<file path="src/rtl/hu_hazard_ctrl.sv">
// hu_hazard_ctrl: stall/flush strobes for load-use, EX redirects and memory waits.
// Define HU_MEM_WAIT_EN to enable multi-cycle data-memory waits and the watchdog.
module hu_hazard_ctrl #(
    parameter int unsigned WAIT_TIMEOUT = 16,
    parameter int unsigned CNT_W        = 16
) (
    input  logic             clk,
    input  logic             rst_n,
    input  logic             MemRead_E,
    input  logic [4:0]       Rd_E,
    input  logic [4:0]       Rs1_D,
    input  logic [4:0]       Rs2_D,
    input  logic             rs1_used_D,
    input  logic             rs2_used_D,
    input  logic             redirect_E,
    input  logic             dmem_req_M,
`ifdef HU_MEM_WAIT_EN
    input  logic             dmem_ack_M,
`endif
    output logic             stall_F,
    output logic             stall_D,
    output logic             stall_E,
    output logic             stall_M,
    output logic             flush_D,
    output logic             flush_E,
    output logic             bubble_W,
    output logic             mem_err,
    output logic [CNT_W-1:0] stall_cnt,
    output logic [CNT_W-1:0] flush_cnt
);

    logic load_use;
    logic mem_busy;
    logic in_err;
    logic redir_take;

    logic [CNT_W-1:0] stall_cnt_q;
    logic [CNT_W-1:0] stall_cnt_d;
    logic [CNT_W-1:0] flush_cnt_q;
    logic [CNT_W-1:0] flush_cnt_d;

    assign load_use = MemRead_E && (Rd_E != 5'd0) &&
                      ((rs1_used_D && (Rs1_D == Rd_E)) ||
                       (rs2_used_D && (Rs2_D == Rd_E)));

`ifdef HU_MEM_WAIT_EN
    typedef enum logic [1:0] {
        RUN      = 2'd0,
        MEM_WAIT = 2'd1,
        ERR      = 2'd2
    } state_e;

    state_e      state_q;
    state_e      state_d;
    logic [15:0] wait_cnt_q;
    logic [15:0] wait_cnt_d;

    assign mem_busy = dmem_req_M && !dmem_ack_M;

    always_ff @(posedge clk or negedge rst_n) begin
        if (!rst_n) begin
            state_q    <= RUN;
            wait_cnt_q <= '0;
        end else begin
            state_q    <= state_d;
            wait_cnt_q <= wait_cnt_d;
        end
    end

    // wait_cnt counts busy cycles spent so far, including the entry cycle
    always_comb begin
        state_d    = state_q;
        wait_cnt_d = wait_cnt_q;
        unique case (state_q)
            RUN: begin
                if (mem_busy) begin
                    state_d    = MEM_WAIT;
                    wait_cnt_d = 16'd1;
                end
            end
            MEM_WAIT: begin
                if (!mem_busy) begin
                    state_d = RUN;
                end else if (wait_cnt_q == 16'(WAIT_TIMEOUT)) begin
                    state_d = ERR;
                end else begin
                    wait_cnt_d = wait_cnt_q + 16'd1;
                end
            end
            ERR: begin
                state_d = ERR;
            end
            default: begin
                state_d = RUN;
            end
        endcase
    end

    assign in_err = (state_q == ERR);
`else
    logic unused_req;

    assign unused_req = dmem_req_M;
    assign mem_busy   = 1'b0;
    assign in_err     = 1'b0;
`endif

    always_comb begin
        stall_F    = 1'b0;
        stall_D    = 1'b0;
        stall_E    = 1'b0;
        stall_M    = 1'b0;
        flush_D    = 1'b0;
        flush_E    = 1'b0;
        bubble_W   = 1'b0;
        redir_take = 1'b0;
        if (rst_n) begin
            // a held E/D pair re-presents redirect/load-use after the wait
            if (in_err || mem_busy) begin
                stall_F  = 1'b1;
                stall_D  = 1'b1;
                stall_E  = 1'b1;
                stall_M  = 1'b1;
                bubble_W = 1'b1;
            end else if (redirect_E) begin
                flush_D    = 1'b1;
                flush_E    = 1'b1;
                redir_take = 1'b1;
            end else if (load_use) begin
                stall_F = 1'b1;
                stall_D = 1'b1;
                flush_E = 1'b1;
            end
        end
    end

    assign mem_err = rst_n && in_err;

    always_comb begin
        stall_cnt_d = stall_cnt_q;
        flush_cnt_d = flush_cnt_q;
        if (stall_F && !(&stall_cnt_q)) begin
            stall_cnt_d = stall_cnt_q + CNT_W'(1);
        end
        if (redir_take && !(&flush_cnt_q)) begin
            flush_cnt_d = flush_cnt_q + CNT_W'(1);
        end
    end

    always_ff @(posedge clk or negedge rst_n) begin
        if (!rst_n) begin
            stall_cnt_q <= '0;
            flush_cnt_q <= '0;
        end else begin
            stall_cnt_q <= stall_cnt_d;
            flush_cnt_q <= flush_cnt_d;
        end
    end

    assign stall_cnt = stall_cnt_q;
    assign flush_cnt = flush_cnt_q;

endmodule

</file>
<file path="config.mk">
export PLATFORM = sky130hd
export DESIGN_NAME = hu_hazard_ctrl
export DESIGN_NICKNAME = d
export VERILOG_FILES = /design/src/rtl/hu_hazard_ctrl.sv
export SDC_FILE = /design/constraint.sdc
export NUM_CORES = 1
export LEC_CHECK = 0
export BUFFER_PORTS_ARGS = -buffer_cell sky130_fd_sc_hd__buf_2
export CAP_MARGIN = 40
export CORE_AREA = 2 2 74 76
export CTS_BUF_LIST = sky130_fd_sc_hd__clkbuf_8
export CTS_CLUSTER_SIZE = 20
export DETAILED_ROUTE_END_ITERATION = 10
export DIE_AREA = 0 0 76 78
export PLACE_DENSITY_LB_ADDON = 0.05
export SYNTH_ARGS = -nofsm -noshare
export SYNTH_HDL_FRONTEND = slang
export SYNTH_SLANG_ARGS = --single-unit
</file>
<file path="constraint.sdc">
create_clock -name clk -period 2.5 [get_ports clk]
set_input_delay 0.625 -clock clk [delete_from_list [all_inputs] [get_ports clk]]
set_output_delay 0.625 -clock clk [all_outputs]
set_load 0.1 [all_outputs]
</file>
---- After elaboration in Yosys (flattened, before gate mapping) ----
Index checks and enable logic that the tools add are counted.
storage, ports and cells
  bits in writable memories ............... 0
  memory bits (read-only) ................. 0
  bits in latches ......................... 0
  memories ................................ 0
  flip-flop bits (word level) ............. 32
  bits of input ports ..................... 22
operators by class
  $lt $le $gt $ge ......................... 0
  bitwise logic cells ..................... 0
  divide/modulo/power cells ............... 0
  reductions and logical operators ........ 12
  multiplexer cells ....................... 7
  equality and inequality tests ........... 2
  shift operators ......................... 0
  add/subtract/negate cells ............... 2
  multiply operators ...................... 0
operators with widths
  cell                                           number
  adder 16 x 1 -> 16 bit, second input constant  2
  AND reduction 16 bit                           2
  equality test 5 bit                            2
  2-to-1 mux 1 bit                               7
  logical AND 1 bit                              6
  nonzero test 5 bit                             1
  logical NOT 1 bit                              2
  logical OR 1 bit                               1

---- Depth between registers and ports, before layout ----
  word-level depth ........................ 8
  depth in mapped cells ................... 7
  gate-level depth less buffers ........... 6

---- Worst setup path before layout ----
No wires, ideal clock.
  path kind ............................... input-to-output
  from .................................... input Rd_E[3]
  to ...................................... output stall_F
  cell stages on the path ................. 6
  setup slack ............................. -1.443 ns
  path buffers ............................ 2
  required time ........................... 1.875 ns
  arrival time ............................ 3.318 ns
  path through ............................ xor2_1 > nor4_2 > a32oi_2 > buf_6 > nor2b_1 > buf_4
between the ends
  word-level cells in the longest chain between the ends .. 7
  elaborated cells on any way between the ends .. 11
  those cells by class .................... eq/ne (2); mux (3); reduce/logical (6)
ends and longest elaborated chain
  element                                        RTL line  text
  start: declaration                             10        input logic [4:0] Rd_E,
  equality test 5 bit, on equally long branches  43, 44
  logical AND 1 bit, on equally long branches    43, 44
  logical OR 1 bit                               43        ((rs1_used_D && (Rs1_D == Rd_E)) ||
  logical AND 1 bit (*)                          42        assign load_use = MemRead_E && (Rd_E != 5'd0) &&
  2-to-1 mux 1 bit (*) (3 in series)             --
  end: declaration                               20        output logic stall_F,
Mark *: on every way between the ends. The rest lies on a longest branch, timed or not.

---- Worst setup path after layout ----
  from .................................... input Rs1_D[1]
  to ...................................... output flush_E
between the ends
  word-level cells in the longest chain between the ends .. 7
ends and longest elaborated chain
  element              RTL line  text
  start: declaration   11        input logic [4:0] Rs1_D,
  equality test 5 bit  43
  logical AND 1 bit    43
  logical OR 1 bit     43
  logical AND 1 bit    42
  2-to-1 mux 1 bit     129       end else if (load_use) begin
  2-to-1 mux 1 bit     125       end else if (redirect_E) begin
  2-to-1 mux 1 bit     117       if (rst_n) begin
  end: declaration     25        output logic flush_E,
No other way between the ends.

==> results by group <==
Run status
  • Outcome: finished with violations
  • Violations in the final reports: negative setup slack

Floorplanning
  • Placeable Area: 0.00504 mm²
  • Die width: 76 µm
  • Die height: 78 µm
  • I/O pin cnt: 62
  • Site row count: 26
  • Initial Utilization: 0.348
  • Area of the die: 0.00593 mm²

Critical path
  • Nature of the critical path startpoint: primary input
  • FF-to-FF End: flush_cnt[7]
  • Worst reg2reg setup slack: 630 ps
  • Highest fanout seen on the critical path: 2
  • Longest individual stage delay on the worst path: 290 ps
  • Number of buffer and inverter stages on the critical path: 2
  • Slowest library cell on the worst path: sky130_fd_sc_hd__nor4_2
  • Startpoint of the worst setup timing path: Rs1_D[1]
  • Startpoint-to-endpoint class of the critical path: primary input to output pin
  • Source of the worst register-to-register timing path: flush_cnt[12]
  • Cell count of the worst reg-to-reg path: 5
  • Critical path endpoint category: output pin
  • Worst EP arrival: 1960 ps
  • Cell chain of the critical path: buf_6 > xor2_2 > nor4_2 > a32oi_2 > a211oi_2 > o21a_4 > buf_12
  • Data required, critical path: 1880 ps
  • Dominant delay contributor by cell family on the critical path: compound AO/OA/AOI/OAI gates

Timing
  • Post-route clock skew: 3.88 ps
  • Number of failing setup endpoints in the final timing report: 3
  • Setup slack after layout: -80.6 ps
  • RSZ-0062 raised after global routing: true
  • Minimum clock period after layout: 2580 ps
  • Crit share post-route: 1.03
  • Tightest slew margin relative to the limit: 0.606
  • Final-report hold violation count: 0
  • Measured slew at the worst slew-check pin: 584 ps
  • Max Clk Rate: 388 MHz
  • Number of pins with negative max-slew slack in the final report: 0

Layout
  • Layout Nets: 263
  • Layout overhead on the synthesized area: 36.0%
  • Fraction of layout instances using a drive strength above 1: 0.371
  • Number of non-filler instances in the completed layout: 310
  • Final standard cell utilization of the core: 0.474
  • Diodes inserted: 0

Detailed routing
  • Final routed wire length divided by cell count: 13.1 µm
  • Vias after detailed routing: 1499
  • Remaining design rule violation count: 0
  • Via density: 4.84
  • TritonRoute pass-1 iters: 4
  • Drt first-iter violations: 50
  • Total routed wirelength: 4.07 mm
  • Count of antenna-violating nets left after detailed routing: 0

Logic synthesis
  • Number of synthesized register bits: 32
  • Yosys synthesis warning count: 0
  • Number of instances in the synthesized netlist: 170
  • Share of flip-flops with an asynchronous set or reset: 1.00
  • Most used flip-flop cell after synthesis: sky130_fd_sc_hd__dfrtp_1
  • Average cell area after synthesis: 10.3 µm²
  • Leading cell type by number of instances after synthesis: sky130_fd_sc_hd__dfrtp_1
  • Number of synthesized flops with an enable pin: 0
  • Sequential share of the synthesized area: 0.456
  • Post-Synthesis Cell Area: 0.00176 mm²
  • Top-area cell type share of the netlist area: 0.456
  • Post-synthesis cell type with the largest combined area: sky130_fd_sc_hd__dfrtp_1
  • Top cells by instance count after synthesis: sky130_fd_sc_hd__dfrtp_1, sky130_fd_sc_hd__xor2_1, sky130_fd_sc_hd__nand2_1
  • Largest cells by area after synthesis: sky130_fd_sc_hd__dfrtp_1, sky130_fd_sc_hd__xor2_1, sky130_fd_sc_hd__xnor2_1, sky130_fd_sc_hd__nand3_1, sky130_fd_sc_hd__nand2_1
  • Count of unique library cells instantiated by Yosys: 34

Global routing
  • First-pass GRT wire length: 6.91 mm
  • Antenna violations before repair: 0
  • Vias in the first global route: 1471
  • Aggregate global routing overflow: 0
  • Largest net degree at the start of global routing: 21
  • Total track usage: 0.144

Power and ir drop
  • Logic pwr share: 0.361
  • Clk pwr share: 0.296
  • Static leakage: 0.00123 µW
  • Internal Power: 1050 µW
  • Switching Power: 803 µW
  • Total power per unit cell area: 775 mW/mm²
  • IR Drop Worst-Case VDD: 808 µV
  • Proportion of total power due to net switching: 0.434
  • Sequential power share: 0.343

Run
  • Max Cap Viol: 0

Placed design
  • Global placement routability congestion: 0.829
  • Number of port buffers: 56
  • Final HPWL from detailed placement: 3.09 mm
  • Number of placed instances with taps included: 301
  • Worst-case setup slack after placement: -152 ps

Clock tree
  • Number of buffers inserted for hold repair after clock tree synthesis: 0
  • Sinks on Clock Net: 32
  • Insertion delay of the later-clocked pin in the worst-skew pair: 280 ps
  • Clock buffer count from CTS: 5
  • Buffer depth of the longest clock path: 2
  • Clock tree from TritonCTS: yes
  • Root cell of the clock tree: sky130_fd_sc_hd__clkbuf_8
  • Clock H-tree levels: 2
  • Register clock-pin slew on the reported worst setup and hold paths: 70 ps

Min path
  • Worst hold path type: primary input to async pin
## stage by stage
stage	setup TNS [ps]	total power, µW	hold slack (ps)	area, µm²
floorplan	-640	1180	329	1800
global placement	-306	1300	474	2220
detailed placement	-383	1310	484	2220
CTS	-100	1870	337	2380
global route	-382	1940	351	2390
finish	-133	1850	342	2390
## area by class of cell
cell class	instances	area, µm²
clock buffer	7	96.3
timing repair buffer	66	432
clock inverter	1	30.0
sequential	32	801
multi-input combinational	131	931
tap	70	87.6
fill	487	2650
inverter	3	11.3
## registers in the layout, summed over array words and instances (netlist names)
signal	flops
flush_cnt	16
stall_cnt	16
## worst max-delay path by stage
stage               depth (start not counted)      end  slack, ps
global route                                7  flush_E       -160
detailed placement                          7  flush_E       -150
global placement                            7  flush_E       -110
floorplan                                   6  stall_F       -360
CTS                                         7  flush_E        -50
finish                                      7  flush_E        -80
## per-layer routing
layer  wire length, µm  GRT usage  part of all wire  vias to the layer above
li1                  -          -                 -                      722
met1              1730      0.175              0.43                      738
met2              2130      0.248              0.52                       35
met3               155     0.0314             0.038                        4
met4                47     0.0582             0.012                        0
met5                 0          0                 0                        -
## power by group through the flow
stage               Clock [µW]  Sequential (µW)  Combinational [µW]
floorplan                    0             1020                 155
global placement             0              640                 663
detailed placement           0              643                 668
CTS                        563              635                 673
global route               592              646                 700
finish                     548              634                 669
## cell usage in the layout, fill, tap and decap left out, drive strengths merged
| cell | count |
|---|---|
| a211oi | 2 |
| a21oi | 1 |
| a31oi | 1 |
| a32oi | 1 |
| and2 | 1 |
| and3 | 3 |
| and4 | 3 |
| buf | 66 |
| bufinv | 1 |
| clkbuf | 7 |
| conb | 4 |
| dfrtp | 32 |
| ha | 2 |
| inv | 3 |
| mux2 | 2 |
| nand2 | 14 |
| nand3 | 11 |
| nand4 | 8 |
| nor2 | 8 |
| nor2b | 2 |
| nor3 | 10 |
| nor3b | 3 |
| nor4 | 7 |
| o2111ai | 1 |
| o211ai | 1 |
| o21a | 3 |
| o21ai | 2 |
| or2 | 2 |
| or3 | 1 |
| xnor2 | 8 |
| xor2 | 30 |
## cells by family after synthesis
family	count (synthesis)	share of synthesized area
DFF	32	0.456
other	1	0.00213
and+or+nand+nor	73	0.228
adders and majority gates	2	0.0142
AOI/OAI and AO/OA	12	0.0570
muxes	2	0.0128
xor gates and xnor gates	38	0.189
buffers and inverters	10	0.0406
## worst reg2reg max path: stages, from the launching register on
cell	delay, ps
sky130_fd_sc_hd__dfrtp_1	450
sky130_fd_sc_hd__nand4_1	190
sky130_fd_sc_hd__or3_4	430
sky130_fd_sc_hd__o21a_1	300
sky130_fd_sc_hd__and3_1	240
sky130_fd_sc_hd__xor2_1	140
## what timing repair did
item                                    4_1_cts  5_1_grt
buffers inserted                              1        0
gates resized for setup                       6        1
pin swaps                                     5        1
endpoints found under the setup margin        3        3
endpoints found under the hold margin         0        0
(Power assumes the default switching activity.)
